### config.mk
export PLATFORM = sky130hd
export DESIGN_NAME = serial_sym_tx
export DESIGN_NICKNAME = d
export VERILOG_FILES = /design/src/rtl/serial_sym_pkg.sv /design/src/rtl/bit_tick_gen.sv /design/src/rtl/serial_sym_tx.sv
export SDC_FILE = /design/constraint.sdc
export NUM_CORES = 1
export LEC_CHECK = 0
export ABC_AREA = 0
export ABC_CLOCK_PERIOD_IN_PS = 2050
export BUFFER_PORTS_ARGS = -buffer_cell sky130_fd_sc_hd__buf_4
export CAP_MARGIN = 15
export CORE_UTILIZATION = 25
export CTS_BUF_LIST = sky130_fd_sc_hd__clkbuf_4
export CTS_CLUSTER_SIZE = 10
export DETAILED_ROUTE_END_ITERATION = 12
export SLEW_MARGIN = 20
export SYNTH_ARGS = -nofsm -noshare
export SYNTH_HDL_FRONTEND = slang
export SYNTH_SLANG_ARGS = --single-unit
### constraint.sdc
create_clock -name clk -period 2.05 [get_ports clk]
set_input_delay 0.41 -clock clk [delete_from_list [all_inputs] [get_ports clk]]
set_output_delay 0.41 -clock clk [all_outputs]
set_load 0.02 [all_outputs]
### src/rtl/serial_sym_pkg.sv
// ============================================================================
// Module  : serial_sym_pkg
// Brief   : Shared FSM encodings and counter constants for serial_sym_tx.
// Revision: 1.0  initial release
// ============================================================================
`default_nettype none

package serial_sym_pkg;

  // Two-state transmitter FSM, explicit 1-bit encoding
  typedef enum logic [0:0] {
    ST_IDLE  = 1'b0,
    ST_SHIFT = 1'b1
  } state_t;

  // Width of the bit-period divider counter
  localparam int DIV_W = 16;

  // Completed-symbol counter wraps from this value back to zero
  localparam logic [4:0] SYM_CNT_WRAP = 5'd19;

  // Next value of the modulo-20 completed-symbol counter
  function automatic logic [4:0] sym_cnt_next(input logic [4:0] cnt);
    return (cnt == SYM_CNT_WRAP) ? 5'd0 : cnt + 5'd1;
  endfunction

endpackage

`default_nettype wire

### src/rtl/bit_tick_gen.sv
// ============================================================================
// Module  : bit_tick_gen
// Brief   : Bit-period divider. Counts 0..BIT_DIV-1 while enabled and flags
//           the last cycle (tick) and the one before it (pre_tick).
// Revision: 1.0  initial release
// ============================================================================
`default_nettype none

module bit_tick_gen
  import serial_sym_pkg::*;
#(
  parameter int BIT_DIV = 500
) (
  input  logic clk,
  input  logic rst,
  input  logic clear,
  input  logic en,
  output logic tick,
  output logic pre_tick
);

  localparam logic [DIV_W-1:0] DIV_LAST = DIV_W'(BIT_DIV - 1);
  localparam logic [DIV_W-1:0] DIV_PRE  = DIV_W'(BIT_DIV - 2);

  logic [DIV_W-1:0] div_cnt;

  // Divider counter: restarts on clear, free-runs modulo BIT_DIV while enabled
  always_ff @(posedge clk or posedge rst) begin
    if (rst) begin
      div_cnt <= '0;
    end else if (clear || !en) begin
      div_cnt <= '0;
    end else if (div_cnt == DIV_LAST) begin
      div_cnt <= '0;
    end else begin
      div_cnt <= div_cnt + DIV_W'(1);
    end
  end

  // Period markers; pre_tick lets the parent register a pulse that lands on the last cycle
  always_comb begin
    tick     = en && (div_cnt == DIV_LAST);
    pre_tick = en && (div_cnt == DIV_PRE);
  end

endmodule

`default_nettype wire

### src/rtl/serial_sym_tx.sv
// ============================================================================
// Module  : serial_sym_tx
// Brief   : Symbol serializer. Accepts SYM_W-bit symbols over a valid/ready
//           handshake and shifts them out MSB first, BIT_DIV clocks per bit,
//           with gapless back-to-back reload at the end of the last bit.
// Revision: 1.0  initial release
// ============================================================================
`default_nettype none

module serial_sym_tx
  import serial_sym_pkg::*;
#(
  parameter int BIT_DIV = 500,
  parameter int SYM_W   = 4
) (
  input  logic             clk,
  input  logic             rst,
  input  logic [SYM_W-1:0] sym_in,
  input  logic             sym_valid,
  output logic             sym_ready,
  output logic             data_out,
  output logic             busy,
  output logic             sym_done,
  output logic [4:0]       sym_cnt
);

  localparam int              IDX_W    = (SYM_W > 1) ? $clog2(SYM_W) : 1;
  localparam logic [IDX_W-1:0] IDX_LAST = IDX_W'(SYM_W - 1);

  state_t             state;
  state_t             state_nxt;
  logic [SYM_W-1:0]   shreg;
  logic [SYM_W-1:0]   shreg_shl;
  logic [IDX_W-1:0]   bit_idx;
  logic               last_bit;
  logic               handshake;
  logic               tick;
  logic               pre_tick;
  logic               shifting;

  assign shifting  = (state == ST_SHIFT);
  assign last_bit  = (bit_idx == IDX_LAST);
  assign handshake = sym_valid && sym_ready;
  assign shreg_shl = shreg << 1;

  bit_tick_gen #(
    .BIT_DIV (BIT_DIV)
  ) u_tick (
    .clk      (clk),
    .rst      (rst),
    .clear    (handshake),
    .en       (shifting),
    .tick     (tick),
    .pre_tick (pre_tick)
  );

  // FSM state register
  always_ff @(posedge clk or posedge rst) begin
    if (rst) begin
      state <= ST_IDLE;
    end else begin
      state <= state_nxt;
    end
  end

  // FSM next-state: leave IDLE on handshake, leave SHIFT only at symbol end without a new one
  always_comb begin
    state_nxt = state;
    case (state)
      ST_IDLE: begin
        if (handshake) begin
          state_nxt = ST_SHIFT;
        end
      end
      ST_SHIFT: begin
        if (tick && last_bit) begin
          state_nxt = handshake ? ST_SHIFT : ST_IDLE;
        end
      end
      default: state_nxt = ST_IDLE;
    endcase
  end

  // FSM outputs: ready when idle or on the final cycle of the final bit
  always_comb begin
    sym_ready = 1'b0;
    busy      = 1'b0;
    case (state)
      ST_IDLE: begin
        sym_ready = 1'b1;
      end
      ST_SHIFT: begin
        busy      = 1'b1;
        sym_ready = tick && last_bit;
      end
      default: begin
        sym_ready = 1'b0;
        busy      = 1'b0;
      end
    endcase
  end

  // Shift datapath: load on handshake, advance one bit per tick, idle high afterwards
  always_ff @(posedge clk or posedge rst) begin
    if (rst) begin
      shreg    <= '0;
      bit_idx  <= '0;
      data_out <= 1'b1;
    end else if (handshake) begin
      shreg    <= sym_in;
      bit_idx  <= '0;
      data_out <= sym_in[SYM_W-1];
    end else if (shifting && tick) begin
      if (last_bit) begin
        shreg    <= '0;
        bit_idx  <= '0;
        data_out <= 1'b1;
      end else begin
        shreg    <= shreg_shl;
        bit_idx  <= bit_idx + IDX_W'(1);
        data_out <= shreg_shl[SYM_W-1];
      end
    end
  end

  // Completion pulse registered one cycle early so it sits on the last cycle of the last bit;
  // the counter advances when the pulse is consumed
  always_ff @(posedge clk or posedge rst) begin
    if (rst) begin
      sym_done <= 1'b0;
      sym_cnt  <= 5'd0;
    end else begin
      sym_done <= shifting && last_bit && pre_tick;
      if (sym_done) begin
        sym_cnt <= sym_cnt_next(sym_cnt);
      end
    end
  end

endmodule

`default_nettype wire

-- Word level (Yosys, flattened, before mapping)
Index checks and enable logic that the tools add are counted.
- eq/ne operators: 4
- bitwise logic cells: 1
- $add $sub $neg: 3
- reduce and logical (&&, ||, !) cells: 10
- mux-type cells: 17
- operators by type and width (kind ; count):
    $eq A16 B9 Y1 const B ; 2
    $mux W16 ; 2
    $add A16 B1 Y16 const B ; 1
    $mux W3 ; 3
    $logic_and A1 B1 Y1 ; 7
    $mux W1 ; 6
    $mux W2 ; 3
    $add A5 B1 Y5 const B ; 1
    $eq A5 B5 Y1 const B ; 1
    $mux W5 ; 1
    $pmux W1 S2 ; 2
    $add A2 B1 Y2 const B ; 1
    $eq A2 B2 Y1 const B ; 1
    $reduce_bool A2 Y1 ; 1
    $logic_not A1 Y1 ; 1
    $logic_or A1 B1 Y1 ; 1
    $not A1 Y1 ; 1
- bits of input ports: 7
- bits in registers: 29

-- Longest topological paths before layout
- word-level depth: 8
- mapped depth: 6
- mapped depth without buffers: 5

-- Hierarchy
Synthesis repeated with hierarchy kept, for this count alone.
- cells, all modules: 157
- area, all modules: 1579.0 sq um
- modules (own cells, without submodules) (module ; area an instance (sq um) ; instances ; cells an instance ; seq. area each (sq um)):
    bit_tick_gen ; 894.6 ; 1 ; 91 ; 400.4
    serial_sym_tx ; 684.4 ; 1 ; 66 ; 326.6

-- Least setup slack after synthesis
Ideal clock, no wire load.
- kind: reg-to-output
- from: reg u_tick.div_cnt[10]
- to: out sym_ready
- slack: -0.149 ns
- path buffers: 0
- required time: 1.640 ns
- stages on the path, launching flop included: 5
- arrival time: 1.789 ns
- cells stage by stage: dfrtp_1 > or4_4 > nor4_1 > nand2_1 > nand2_1
- longest elaborated chain between the ends: 4
- RTL lines (item ; line ; RTL):
    from (decl) ; bit_tick_gen.sv:25 ; logic [DIV_W-1:0] div_cnt;
    from (signal assigned) ; bit_tick_gen.sv:36 ; div_cnt <= div_cnt + DIV_W'(1);
    $eq A16 B9 Y1 ; bit_tick_gen.sv:42 ; tick = en && (div_cnt == DIV_LAST);
    $logic_and A1 B1 Y1 ; bit_tick_gen.sv:42 ;
    $logic_and A1 B1 Y1 ; serial_sym_tx.sv:94 ; sym_ready = tick && last_bit;
    $pmux W1 S2 ; serial_sym_tx.sv:88 ; case (state)
    to (decl) ; serial_sym_tx.sv:20 ; output logic sym_ready,
Every way passes these cells.

-- Worst setup path in the final report
- from: reg u_tick.div_cnt[15]
- to: out sym_ready
Same word-level chain as after synthesis.

==> flow_metrics.env <==
export IMPL_status="complete, but fails checks"
export IMPL_violations="setup timing"
export IMPL_grt_max_degree=30
export IMPL_start_kind="register"
export IMPL_cts_tree="built"
export IMPL_grt_ovfl_total=0
export IMPL_switchingPower_w=0.000488
export IMPL_p_leak_nw=0.931
export IMPL_crit_type="register to output port"
export IMPL_drive_gt1_share_pct=40.2
export IMPL_ys_async_sr_fraction_pct=100
export IMPL_avgRoutedWirePerCell_um=12.5
export IMPL_synthFlopType="dfrtp_1"
export IMPL_worstMarginPinSlew_ps=515
export IMPL_fin_skew_ps=5.52
export IMPL_synthToLayoutAreaGrowth_pct=41.4
export IMPL_routed_via_density=4.74
export IMPL_clock_power_share_pct=22.5
export IMPL_numCtsBuffers=5
export IMPL_r2r_start="u_tick.div_cnt[3]$_DFF_PP0_"
export IMPL_slew_headroom_pct=65.2
export IMPL_synth_cell_type_count=37
export IMPL_placedCellCount=258
export IMPL_cp_required_ps=1640
export IMPL_clockRootBuffer="clkbuf_4"
export IMPL_ir_worst_vdd_mv=0.326
export IMPL_grt_pass1_vias=1235
export IMPL_synth_top_cell_area_share_pct=45.4
export IMPL_drc=0
export IMPL_fmax_mhz=431
export IMPL_ys_seq_area_share_pct=47.1
export IMPL_synthesis_area_um2=1540
export IMPL_synth_edff_count=0
export IMPL_setup_viol=22
export IMPL_reg2regPathDepth=5
export IMPL_setup_slack_ps=-273
export IMPL_crit_arrival_ps=1910
export IMPL_utilization_pct=36.7
export IMPL_stdcell_count=274
export IMPL_core_um2=5960
export IMPL_yosys_top_cells_area="dfrtp_1, xnor2_1, nor2_1"
export IMPL_setup_tns_ps=-2710
export IMPL_dr_pass1_iters=4
export IMPL_antenna_found_initial=0
export IMPL_comb_power_share_pct=31.6
export IMPL_hpwl_um=2230
export IMPL_finalCritPeriodShare_pct=113
export IMPL_ys_top_cells_by_count="dfrtp_1, nor2_1, nand2_1, xnor2_1, nand3_1"
export IMPL_layout_min_cycle_time_ps=2320
export IMPL_grt_total_usage_pct=11.1
export IMPL_power_w=0.00156
export IMPL_clock_path_buffers=2
export IMPL_crit_chain="or4_4, nor4_4, nand2_1, nand2_1, buf_6"
export IMPL_worstSkewPairLatency_ps=320
export IMPL_avgSynthCellArea_um2=9.96
export IMPL_antenna_cells=0
export IMPL_dieArea_um2=6490
export IMPL_final_net_count=209
export IMPL_die_y_um=80.6
export IMPL_drv_cap=0
export IMPL_hp_class="input pin to async pin"
export IMPL_cts_max_level=2
export IMPL_powerDensity_nw_per_um2=713
export IMPL_ioPinCount=16
export IMPL_slew_viol_final=0
export IMPL_synth_nets=166
export IMPL_synth_xor_area_share_pct=7.37
export IMPL_synth_simple_gate_area_share_pct=25.2
export IMPL_die_w_um=80.6
export IMPL_ff2ff_setup_slack_ps=-260
export IMPL_synth_compound_area_share_pct=7.37
export IMPL_crit_top_cell="nand2_1"
export IMPL_synth_top_family_by_area="simple AND/OR/NAND/NOR gates"
export IMPL_worst_path_max_delay_cell="or4_4"
export IMPL_synth_cells=155
export IMPL_cts_sinks=29
export IMPL_gp_congestion=0.749
export IMPL_vias=1298
export IMPL_clkTransAtPathRegs_ps=90
export IMPL_p_seq_share_pct=45.9
export IMPL_ys_ff_latch=29
export IMPL_synth_largest_area_cell="dfrtp_1"
export IMPL_synth_adder_area_share_pct=3.24
export IMPL_p_int_w=0.00107
export IMPL_crit_path_max_fanout=3
export IMPL_rsz0062_at_grt="true"
export IMPL_hold_viol=0
export IMPL_yosys_warnings=0
export IMPL_drtIter0Drc=42
export IMPL_yosysMostFrequentCell="dfrtp_1"
export IMPL_rows=28
export IMPL_crit_path_end_kind="output port"
export IMPL_start_util_pct=25.9
export IMPL_sw_frac_of_total_pct=31.3
export IMPL_cpPeakStageDelay_ps=570
export IMPL_wl_um=3420
export IMPL_cp_startpoint="u_tick.div_cnt[15]$_DFF_PP0_"
export IMPL_portBuffers=15
export IMPL_ant_nets=0
export IMPL_muxShareOfSynthArea_pct=6.32
export IMPL_grt_pass1_wl_um=5460
[sequential cells by signal, indices dropped and copies added (netlist names)]
name	cells
sym_cnt	5
shreg	3
bit_idx	2
data_out	1
u_tick.div_cnt	16
sym_done	1
shifting	1
[layout make-up]
class | instances | area (um^2)
tap | 75 | 93.8
sequential | 29 | 727
clock buffer | 7 | 52.6
multi-input combinational | 116 | 932
timing repair buffer | 40 | 352
clock inverter | 1 | 3.75
inverter | 6 | 22.5
fill | 609 | 3770
[critical path, delay by kind of cell (launching register included)]
kind                   cells  cell delay (ps)
buffers and inverters      1              120
flip-flops                 1              390
AND/OR/NAND/NOR            4             1090
[per-layer routing]
metal	up-vias	GRT usage [%]	share of wire, %
met2	16	17.6	50
met1	650	14.1	46
met3	2	3.41	3.7
met4	0	3.57	0.41
li1	630	-	-
met5	-	0	0
[placed cells by master, fill, tap and decap left out, types with 2 or more instances in the layout]
| cell type | synthesis | routed |
|---|---|---|
| buf_4 | 2 | 33 |
| ha_1 | 4 | 4 |
| a21oi_4 | 1 | 2 |
| xnor2_1 | 12 | 12 |
| nor2b_1 | 4 | 4 |
| nor2_1 | 21 | 7 |
| nand4_1 | 5 | 5 |
| nand2b_1 | 2 | 2 |
| a21o_1 | 3 | 3 |
| nor3_1 | 3 | 3 |
| nand3_1 | 10 | 9 |
| or3_1 | 2 | 2 |
| or4_4 | 2 | 3 |
| buf_6 | 0 | 5 |
| clkbuf_4 | 0 | 7 |
| dfrtp_1 | 28 | 28 |
| inv_1 | 6 | 6 |
| nand2_1 | 12 | 11 |
| mux2i_1 | 3 | 3 |
| mux2_4 | 3 | 4 |
| o21ai_0 | 7 | 6 |
| nor4_1 | 5 | 4 |
| nor2_4 | 0 | 14 |
[path summary, 6_finish.rpt]
| kind | to |
|---|---|
| min in group clk | shifting$_DFF_PP0_ |
| setup / recovery | sym_ready |
| hold reg to reg | shreg[2]$_DFFE_PP0P_ |
| max in group asynchronous | data_out$_DFFE_PP1P_ |
| setup reg to reg | shreg[1]$_DFFE_PP0P_ |
| hold / removal | bit_idx[1]$_DFFE_PP0P_ |
[per-stage QoR]
| step | setup slack [ps] | hold slack [ps] | area (um^2) |
|---|---|---|---|
| floorplan | -80.6 | 469 | 1550 |
| global placement | -67.1 | 497 | 1870 |
| detailed placement | -81.2 | 500 | 1870 |
| CTS | -290 | 160 | 2050 |
| global route | -368 | 170 | 2180 |
| finish | -273 | 157 | 2180 |
[cells by family (layout without fill, tap and decap cells)]
kind of cell	count (synthesis)	count (layout)
AND/OR/NAND/NOR	74	74
XOR/XNOR	13	13
flip-flops	29	29
AO/OA/AOI/OAI	17	17
buffers and inverters	10	54
adder cells (fa/ha/maj)	4	4
multiplexers	8	8
[power by group through the flow]
stage | combinational [W] | sequential (W) | clock, W
after floorplan | 0.000215 | 0.000731 | 0
after global placement | 0.000333 | 0.000726 | 0
after detailed placement | 0.000336 | 0.000727 | 0
after CTS | 0.000358 | 0.000715 | 0.000368
after global routing | 0.000536 | 0.000729 | 0.000396
final | 0.000491 | 0.000715 | 0.000351
[what timing repair did]
| action | 4_1_cts | 5_1_grt |
|---|---|---|
| hold buffers | 0 | 0 |
| cloned | 1 | 0 |
| endpoints found under the setup margin | 21 | 24 |
| setup buffers | 7 | 2 |
| pin swaps | 4 | 17 |
| resized for setup | 12 | 35 |
(Power assumes the default switching activity.)
